## src/rtl/hazard_unit.sv

```systemverilog
// Hazard unit for the 5-stage MIPS pipeline.
// It produces the stall and flush controls for the pipeline registers and the EX
// forwarding selects. It also runs a small FSM that freezes the pipeline while data
// memory is in a wait state, with a watchdog that abandons waits that run too long.
//
// Ports:
//   clk, rst                 clock; asynchronous active-low reset
//   rsD, rtD                 source tags of the instruction in ID
//   rsE, rtE                 source tags of the instruction in EX
//   writeReg{E,M,W}          destination tags per stage
//   Regfile_we{E,M,W}        register write enables per stage
//   regSrc_muxE              write-back source of the EX instruction (load detection)
//   pc_srcD                  branch/jump taken in ID
//   dmem_req, dmem_ready     data-memory handshake of the MEM stage
//   stall{F,D,E,M}           hold PC, IF/ID, ID/EX, EX/MEM
//   flush{D,E}               bubble IF/ID, ID/EX
//   forward{A,B}E            00 = regfile, 01 = WB, 10 = MEM
//   mem_err                  sticky watchdog flag
//
// Optional build macro HAZARD_PERF_EN adds saturating counters perf_mem_stall,
// perf_lu_stall and perf_flush. Without it the ports and counters are absent.
module hazard_unit #(
  parameter logic [1:0] REGSRC_MEM  = 2'b01,
  parameter int         MEM_TIMEOUT = 16,
  parameter int         CNT_W       = 8
) (
  input  logic       clk,
  input  logic       rst,
  input  logic [4:0] rsD,
  input  logic [4:0] rtD,
  input  logic [4:0] rsE,
  input  logic [4:0] rtE,
  input  logic [4:0] writeRegE,
  input  logic [4:0] writeRegM,
  input  logic [4:0] writeRegW,
  input  logic       Regfile_weE,
  input  logic       Regfile_weM,
  input  logic       Regfile_weW,
  input  logic [1:0] regSrc_muxE,
  input  logic       pc_srcD,
  input  logic       dmem_req,
  input  logic       dmem_ready,
  output logic       stallF,
  output logic       stallD,
  output logic       stallE,
  output logic       stallM,
  output logic       flushD,
  output logic       flushE,
  output logic [1:0] forwardAE,
  output logic [1:0] forwardBE,
  output logic       mem_err
`ifdef HAZARD_PERF_EN
  ,
  output logic [31:0] perf_mem_stall,
  output logic [31:0] perf_lu_stall,
  output logic [31:0] perf_flush
`endif
);

  typedef enum logic {RUN = 1'b0, MEM_WAIT = 1'b1} state_t;

  localparam logic [CNT_W-1:0] TIMEOUT_C = CNT_W'(MEM_TIMEOUT);
  localparam logic [CNT_W-1:0] CNT_ONE   = CNT_W'(1);

  state_t           state_q, state_d;
  logic [CNT_W-1:0] wait_cnt_q, wait_cnt_d;
  logic             mem_err_q, mem_err_d;

  logic freeze;
  logic lu_hit;

  // State register
  always_ff @(posedge clk or negedge rst) begin
    if (!rst) begin
      state_q    <= RUN;
      wait_cnt_q <= '0;
      mem_err_q  <= 1'b0;
    end else begin
      state_q    <= state_d;
      wait_cnt_q <= wait_cnt_d;
      mem_err_q  <= mem_err_d;
    end
  end

  // Next-state logic. wait_cnt counts wait cycles of the current access, so it is
  // already 1 on the first MEM_WAIT cycle. When it reaches the timeout, the access
  // is abandoned and the flag latches until reset.
  always_comb begin
    state_d    = state_q;
    wait_cnt_d = wait_cnt_q;
    mem_err_d  = mem_err_q;
    case (state_q)
      RUN: begin
        if (dmem_req && !dmem_ready) begin
          state_d    = MEM_WAIT;
          wait_cnt_d = CNT_ONE;
        end
      end
      MEM_WAIT: begin
        if (dmem_ready) begin
          state_d    = RUN;
          wait_cnt_d = '0;
        end else if (wait_cnt_q >= TIMEOUT_C) begin
          state_d    = RUN;
          wait_cnt_d = '0;
          mem_err_d  = 1'b1;
        end else begin
          wait_cnt_d = wait_cnt_q + CNT_ONE;
        end
      end
      default: begin
        state_d    = RUN;
        wait_cnt_d = '0;
      end
    endcase
  end

  assign freeze = ((state_q == RUN) && dmem_req && !dmem_ready) ||
                  ((state_q == MEM_WAIT) && !dmem_ready && (wait_cnt_q < TIMEOUT_C));

  assign lu_hit = Regfile_weE && (regSrc_muxE == REGSRC_MEM) && (writeRegE != 5'd0) &&
                  ((writeRegE == rsD) || (writeRegE == rtD));

  // Output logic. Priority: memory freeze, then load-use, then branch flush.
  // A load-use hit suppresses flushD, so a branch that depends on the load
  // resolves again next cycle with correct operands. Reset forces all controls low.
  always_comb begin
    stallF = 1'b0;
    stallD = 1'b0;
    stallE = 1'b0;
    stallM = 1'b0;
    flushD = 1'b0;
    flushE = 1'b0;
    if (rst) begin
      if (freeze) begin
        stallF = 1'b1;
        stallD = 1'b1;
        stallE = 1'b1;
        stallM = 1'b1;
      end else if (lu_hit) begin
        stallF = 1'b1;
        stallD = 1'b1;
        flushE = 1'b1;
      end else if (pc_srcD) begin
        flushD = 1'b1;
      end
    end
  end

  // Forwarding is independent of the FSM. MEM is newer than WB and wins.
  // $0 is never forwarded.
  always_comb begin
    forwardAE = 2'b00;
    forwardBE = 2'b00;
    if (rst) begin
      if (Regfile_weM && (writeRegM != 5'd0) && (writeRegM == rsE))
        forwardAE = 2'b10;
      else if (Regfile_weW && (writeRegW != 5'd0) && (writeRegW == rsE))
        forwardAE = 2'b01;

      if (Regfile_weM && (writeRegM != 5'd0) && (writeRegM == rtE))
        forwardBE = 2'b10;
      else if (Regfile_weW && (writeRegW != 5'd0) && (writeRegW == rtE))
        forwardBE = 2'b01;
    end
  end

  assign mem_err = mem_err_q;

`ifdef HAZARD_PERF_EN
  logic [31:0] perf_mem_q, perf_lu_q, perf_flush_q;

  always_ff @(posedge clk or negedge rst) begin
    if (!rst) begin
      perf_mem_q   <= '0;
      perf_lu_q    <= '0;
      perf_flush_q <= '0;
    end else begin
      if (freeze && (perf_mem_q != 32'hFFFF_FFFF))
        perf_mem_q <= perf_mem_q + 32'd1;
      if (lu_hit && !freeze && (perf_lu_q != 32'hFFFF_FFFF))
        perf_lu_q <= perf_lu_q + 32'd1;
      if (flushD && (perf_flush_q != 32'hFFFF_FFFF))
        perf_flush_q <= perf_flush_q + 32'd1;
    end
  end

  assign perf_mem_stall = perf_mem_q;
  assign perf_lu_stall  = perf_lu_q;
  assign perf_flush     = perf_flush_q;
`endif

endmodule

```

## config.mk

```make
export PLATFORM = sky130hd
export DESIGN_NAME = hazard_unit
export DESIGN_NICKNAME = d
export VERILOG_FILES = /design/src/rtl/hazard_unit.sv
export SDC_FILE = /design/constraint.sdc
export NUM_CORES = 1
export LEC_CHECK = 0
export CAP_MARGIN = 20
export CORE_ASPECT_RATIO = 1.75
export CORE_UTILIZATION = 34
export CTS_CLUSTER_DIAMETER = 50
export CTS_CLUSTER_SIZE = 8
export DETAILED_ROUTE_END_ITERATION = 8
export DONT_BUFFER_PORTS = 1
export PLACE_DENSITY_LB_ADDON = 0.08
export SYNTH_ARGS = -nofsm -noshare
export SYNTH_HDL_FRONTEND = slang
export SYNTH_SLANG_ARGS = --single-unit
```

## constraint.sdc

```tcl
create_clock -name clk -period 1.9 [get_ports clk]
set_input_delay 0.19 -clock clk [delete_from_list [all_inputs] [get_ports clk]]
set_output_delay 0.19 -clock clk [all_outputs]
set_load 0.005 [all_outputs]
```

==> summary.md, run 1 <==
| Metric | Value |
|---|---|
| Later-pin clock latency in the skew report | 0.23 ns |
| Req. time, crit path | 1.71 ns |
| Max incr delay on CP | 0.53 ns |
| Max-Cap Viols | 0 |
| Worst-Margin Slew | 0.5159 ns |
| Final Core Density | 39.78% |
| Gpl congestion | 0.7750 |
| Final period util | 104.0% |
| Comb pwr share | 20.6% |
| Area post-placement | 930.9 um^2 |
| Largest net degree at the start of global routing | 11 |
| Largest cells by area after synthesis | dfrtp_1 27%, xor2_1 23%, xnor2_1 5.8%, and2_1 4.1%, or4_1 3.3% |
| Area of the die | 2906 um^2 |
| Switching power | 0.0001493 W |
| Die height | 70.57 um |
| Status | finished with violations |
| DR iter-0 viols | 8 |
| Diodes inserted | 0 |
| Worst-path maximum fanout | 4 |
| CP endpoint kind | output port |
| Residual DRC | 0 |
| Routed len/inst | 16.32 um |
| Setup crit start kind | flip-flop |
| Die W | 41.18 um |
| Synth-to-Final Area Change | 9.863% |
| Cell area after synthesis | 913.4 um^2 |
| RSZ-0062 raised after global routing | yes |
| Commonest cells in the netlist | 24 x xor2_1, 10 x dfrtp_1, 6 x and2_1, 6 x xnor2_1, 5 x nand2_1 |
| Fmax | 506.3 MHz |
| Rel. slew slack | 65.61% |
| Crit path cell chain | or4_4, or2_1, a21o_1, inv_2, and2_4 |
| Pint | 0.0004246 W |
| Via Count | 763 |
| R2R depth | 5 |
| Critical path origin | wait_cnt_q[6] |
| Row count | 24 |
| Synth Area per Inst | 8.955 um^2 |
| Multi-input gate area | 643.1 um^2 |
| Synth area leader | dfrtp_1 |
| Htree depth | 1 |
| CP max-delay cell | or4_4 |
| Storage element area | 250.2 um^2 |
| Post-Syn Instances | 102 |
| CTS Buf Count | 3 |
| Synth Flop Type | dfrtp_1 |
| Antenna Nets Post-Route | 0 |
| Clk pwr share | 38.1% |
| Sw Ratio | 26.01% |
| Clock tree buffer depth | 2 |
| CP arrival | 1.79 ns |
| Hpwl dp | 1770 um |
| Total grt overflow | 0 |
| Post-Place Worst Slack | 0.1479 ns |
| Final nets | 154 |
| CTS clk-pin slew, worst paths | 0.05 ns |
| Worst Hold Launch | dmem_ready |
| Leakage | 0.4157 nW |
| Synth Warn # | 0 |
| Final setup fails | 4 |
| EDFF count, synth | 0 |
| Ratio of cells with drive above 1 in the final layout | 13.33% |
| Hold path depth | 2 |
| Reg power frac | 41.2% |
| Vias in the first global route | 843 |
| Ys async rst share | 100.0% |
| Launching point of the worst reg2reg path | wait_cnt_q[6] |
| Initial antenna violation count | 0 |
| Port buffer count | 0 |
| Max-slew violation count | 0 |
| CTS root buffer | clkbuf_8 |
| Setup slack after layout | -0.07527 ns |
| #FFs+latches synth | 10 |
| Power Dens Cells | 572.0 nW/um^2 |
| Routed wire length | 2138 um |
| Most frequent cell after synthesis | xor2_1 |
| Initial cell density of the core | 36.21% |
| I/O pin count | 56 |
| Router iterations before antenna repair | 2 |
| Max IR drop VDD | 0.2895 mV |
| Syn nets | 149 |
| Failing checks | setup timing |
| Library cells used by synthesis | 32 |
| Sequential area share after synthesis | 27.40% |
| Fin. Hold Viols | 0 |
| Min Clock Period, post-route | 1.975 ns |
| Worst hold path class | in2reg |
| Core Area | 2522 um^2 |
| First-pass GRT wire length | 3312 um |
| Clock sinks | 10 |
| Final instance area | 1003 um^2 |
| Setup CP Type | reg2out |
| Final setup skew | 0.001915 ns |
| Vias per inst | 5.824 |
| Top cell type's share of synthesized area | 27.40% |
| FILL cells | 273 |
| All-Layer GR Usage | 16.12% |
| TritonCTS clock tree | done |
[metal layers]
metal  vias to the layer above  GRT usage, %  wire length [um]  part of all wire [%]
li1                        365             -                 -                     -
met1                       356         13.97               632                    30
met2                        40         31.77              1336                    62
met3                         2         2.508               157                   7.3
met4                         0         5.735                12                  0.56
met5                         -             0                 0                     0
[power by group through the flow]
stage / Clock (W) / Sequential [W] / Combinational [W]
6_report: 0.000219 / 0.000237 / 0.000118
5_1_grt: 0.000238 / 0.000239 / 0.000138
4_1_cts: 0.000221 / 0.000237 / 0.000120
3_5_place_dp: 0 / 0.000241 / 0.000111
3_3_place_gp: 0 / 0.000240 / 0.000109
2_1_floorplan: 0 / 0.000236 / 0.0000988
[state kept, by name, indices dropped and copies added (netlist names)]
signal and cells:
wait_cnt_q 8, mem_err 1, state_q 1
[layout make-up]
| type | instances | share of cell area, % |
|---|---|---|
| clock buffers | 3 | 4.115 |
| inverters | 5 | 1.870 |
| multi-input cells | 85 | 64.09 |
| flip-flops and latches | 10 | 24.94 |
| well taps | 26 | 3.242 |
| repair buffers | 2 | 1.746 |
[path summary, 6_finish.rpt]
path                                  to  slack [ns]
max in group asynchronous  wait_cnt_q[0]        1.23
max                               stallM       -0.08
max reg2reg                wait_cnt_q[2]        0.24
min in group asynchronous  wait_cnt_q[3]        0.35
min                              state_q        0.15
min reg2reg                wait_cnt_q[7]        0.49
[layout by cell type (no fill, tap or decap), types with 2 or more instances in the layout]
master    netlist  layout
nor3_1          4       3
clkbuf_8        0       3
and2_1          6       5
nor4_1          3       3
xnor2_1         6       6
nand2_1         5       5
nor4_2          2       2
nor2_1          4       4
nand3_1         4       4
xor2_1         24      24
or4_1           4       4
o21ai_0         4       4
inv_1           4       4
dfrtp_1        10      10
a22o_1          2       2
ha_1            2       2
[critical path, delay by kind of cell (launching register included)]
kind | cells | cell delay, ns
buf+inv | 1 | 0.08
flops | 1 | 0.37
compound gates | 1 | 0.18
simple gates | 3 | 0.92
[cells by family (layout without fill, tap and decap cells)]
family	count (synthesis)	in the layout	synth area share, %
adders and majority gates	2	2	2.739
buffers and inverters	7	10	3.697
and+or+nand+nor	37	37	24.52
DFF	10	10	27.40
AOI/OAI and AO/OA	16	16	12.88
xor gates and xnor gates	30	30	28.77
[through the flow]
step / hold slack [ns] / instances / TNS [ns] / power (W)
after floorplan: -0.1056 / 102 / 0 / 0.0003348
after global placement: -0.1052 / 126 / 0 / 0.0003491
after detailed placement: -0.1050 / 126 / 0 / 0.0003513
after CTS: 0.1491 / 131 / -0.2535 / 0.0005788
after global routing: 0.1632 / 131 / -0.6022 / 0.0006153
final: 0.1518 / 131 / -0.2616 / 0.0005739
[repair_timing]
action / CTS / global route
endpoints found under the hold margin: 10 / 0
setup endpoints to repair: 5 / 9
resized for setup: 2 / 1
pin swaps: 0 / 1
buffers inserted: 1 / 0
hold buffers: 1 / 0
gates cloned: 0 / 0
Note: power is estimated with default switching activity, not from simulation.
==> run 2, diff against run 1 <==
--- a/config.mk
+++ b/config.mk
@@ -13,6 +13,7 @@
 export DETAILED_ROUTE_END_ITERATION = 8
 export DONT_BUFFER_PORTS = 1
 export PLACE_DENSITY_LB_ADDON = 0.08
+export SKIP_LAST_GASP = 1
 export SYNTH_ARGS = -nofsm -noshare
 export SYNTH_HDL_FRONTEND = slang
 export SYNTH_SLANG_ARGS = --single-unit
==> results of run 2 <==
Final layout, timing and power as in run 1 (identical DEF).
==> run 3, diff against run 2 <==
--- a/config.mk
+++ b/config.mk
@@ -7,12 +7,14 @@
 export LEC_CHECK = 0
 export CAP_MARGIN = 20
 export CORE_ASPECT_RATIO = 1.75
+export CORE_MARGIN = 10
 export CORE_UTILIZATION = 34
 export CTS_CLUSTER_DIAMETER = 50
 export CTS_CLUSTER_SIZE = 8
 export DETAILED_ROUTE_END_ITERATION = 8
 export DONT_BUFFER_PORTS = 1
-export PLACE_DENSITY_LB_ADDON = 0.08
+export HOLD_SLACK_MARGIN = 0.03
+export PLACE_DENSITY = 0.57
 export SKIP_LAST_GASP = 1
 export SYNTH_ARGS = -nofsm -noshare
 export SYNTH_HDL_FRONTEND = slang
==> summary.md, run 3 (synthesized netlist as in run 1, its figures left out) <==
| Metric | Value |
|---|---|
| Status | finished with violations |
| Failing checks | setup timing |
| Power Dens Cells | 565.2 nW/um^2 (-1.2%) |
| TritonCTS clock tree | done |
| Comb pwr share | 20.9% (+0.3 points) |
| Total negative slack | -0.2838 ns (-0.02224 ns) |
| FILL cells | 263 (-3.7%) |
| CTS root buffer | clkbuf_8 |
| Setup crit start kind | flip-flop |
| Req. time, crit path | 1.71 ns (about the same) |
| Htree depth | 1 (unchanged) |
| Row count | 24 (unchanged) |
| Antenna Nets Post-Route | 0 (unchanged) |
| Hpwl dp | 2099 um (+19%) |
| Setup CP Type | reg2out |
| Worst Hold Launch | dmem_ready |
| Initial cell density of the core | 36.21% (unchanged) |
| Max-slew violation count | 0 (unchanged) |
| Clock sinks | 10 (unchanged) |
| Delay-heaviest family, CP | simple AND/OR/NAND/NOR gates |
| Synth-to-Final Area Change | 9.863% (unchanged) |
| I/O pin count | 56 (unchanged) |
| Final setup skew | 0.0003892 ns (-0.001526 ns) |
| Diodes inserted | 0 (unchanged) |
| R2R depth | 5 (unchanged) |
| Die height | 88.57 um (+26%) |
| Worst hold margin | 0.1679 ns (+0.01604 ns) |
| Fmax | 505.2 MHz (-0.21%) |
| Later-pin clock latency in the skew report | 0.23 ns (about the same) |
| All-Layer GR Usage | 9.158% (-7.0 points) |
| DR iter-0 viols | 9 (+1) |
| Max-Cap Viols | 0 (unchanged) |
| CP arrival | 1.79 ns (about the same) |
| Reg power frac | 41.6% (+0.4 points) |
| Rel. slew slack | 67.78% (+2.2 points) |
| Most frequent cells in the layout | 24 x xor2_1, 10 x dfrtp_1, 6 x xnor2_1, 5 x nand2_1, 5 x and2_1 |
| Vias per inst | 5.771 (-0.92%) |
| WP buf/inv | 1 (unchanged) |
| Via Count | 756 (-0.92%) |
| Hold path depth | 2 (unchanged) |
| Routed len/inst | 19.02 um (+17%) |
| Largest net degree at the start of global routing | 11 (unchanged) |
| Crit path cell chain | or4_4, or2_1, a21o_1, inv_2, and2_4 |
| Clock tree buffer depth | 2 (unchanged) |
| Final setup fails | 4 (unchanged) |
| Final instance area | 1003 um^2 (unchanged) |
| Die W | 59.18 um (+44%) |
| Area of the die | 5241 um^2 (+80%) |
| Number of flip-flops in the largest register | 8 (unchanged) |
| Residual DRC | 0 (unchanged) |
| Max IR drop VDD | 0.4023 mV (+39%) |
| Area post-placement | 930.9 um^2 (unchanged) |
| Sw Ratio | 25.14% (-0.87 points) |
| Pint | 0.0004246 W (about the same) |
| CTS clk-pin slew, worst paths | 0.04 ns (about the same) |
| Final period util | 104.2% (+0.22 points) |
| Port buffer count | 0 (unchanged) |
| Fin. Hold Viols | 0 (unchanged) |
| Min Clock Period, post-route | 1.979 ns (+0.004134 ns) |
| Initial antenna violation count | 0 (unchanged) |
| Worst-Margin Slew | 0.4789 ns (-0.03694 ns) |
| Gpl congestion | 0.8273 (+6.7%) |
| Final Core Density | 39.78% (unchanged) |
| Clk pwr share | 37.5% (-0.6 points) |
| Switching power | 0.0001426 W (-4.5%) |
| CP max-delay cell | or4_4 |
| Leakage | 0.4157 nW (about the same) |
| Routed wire length | 2492 um (+17%) |
| Critical R2R Capture | wait_cnt_q[3] |
| Biggest register | wait_cnt_q |
| Ratio of cells with drive above 1 in the final layout | 13.33% (unchanged) |
| Total grt overflow | 0 (unchanged) |
| Vias in the first global route | 842 (-0.12%) |
| RSZ-0062 raised after global routing | yes |
| R2r setup slk | 0.28 ns (+0.04 ns) |
| Worst-path maximum fanout | 4 (unchanged) |
| Launching point of the worst reg2reg path | wait_cnt_q[5] |
| CP endpoint kind | output port |
| Worst hold path class | in2reg |
| Critical path origin | wait_cnt_q[5] |
| First-pass GRT wire length | 3836 um (+16%) |
| Core Area | 2522 um^2 (unchanged) |
| Final nets | 154 (unchanged) |
| Router iterations before antenna repair | 4 (+2) |
| Hold path endpoint | state_q |
| CTS Buf Count | 3 (unchanged) |
| Setup slack after layout | -0.07940 ns (-0.004134 ns) |
| Max incr delay on CP | 0.53 ns (about the same) |
| Most common cell after layout, fill and taps aside | xor2_1 |
## run 3: area by class of cell
| class | count | area, um^2 | area share [%] |
|---|---|---|---|
| well taps | 26 | 32.53 | 3.242 |
| clock buffers | 3 | 41.29 | 4.115 |
| multi-input cells | 85 | 643.1 | 64.09 |
| repair buffers | 2 | 17.52 | 1.746 |
| flip-flops and latches | 10 | 250.2 | 24.94 |
| inverters | 5 | 18.77 | 1.870 |
## run 3: worst max path at each step
| stage | end | slack, ns | cells after the start |
|---|---|---|---|
| final | stallM | -0.08 | 5 |
| after global routing | stallM | -0.14 | 5 |
| after CTS | stallE | -0.11 | 5 |
| after detailed placement | stallM | 0.12 | 5 |
| after global placement | stallM | 0.14 | 5 |
| after floorplan | stallF | 0.09 | 6 |
## run 3: layer usage
| layer | track usage [%] | wire [um] |
|---|---|---|
| met4 | 3.774 | 21 |
| met2 | 16.81 | 1315 |
| met3 | 5.165 | 367 |
| met5 | 0 | 0 |
| met1 | 7.667 | 787 |
## run 3: power groups by stage
stage	Sequential (W)	Clock, W	Combinational (W)
floorplan	0.000236	0	0.0000988
CTS	0.000236	0.000218	0.000119
global placement	0.000239	0	0.000107
detailed placement	0.000239	0	0.000110
global route	0.000238	0.000230	0.000133
finish	0.000236	0.000212	0.000119
## run 3: what timing repair did
action                                 4_1_cts  5_1_grt
resized for setup                            2        1
setup buffers                                1        0
endpoints found under the hold margin       10        0
cloned                                       0        0
hold buffers                                 1        0
pin swaps                                    2        3
setup endpoints to repair                    6        7
## run 3: stage by stage
stage          worst slack, ns  power [W]  std cells
2_1_floorplan          0.08776  0.0003348        102
3_3_place_gp            0.1409  0.0003463        126
3_5_place_dp            0.1157  0.0003488        126
4_1_cts                -0.1093  0.0005731        131
5_1_grt                -0.1389  0.0006006        131
6_report              -0.07940  0.0005672        131
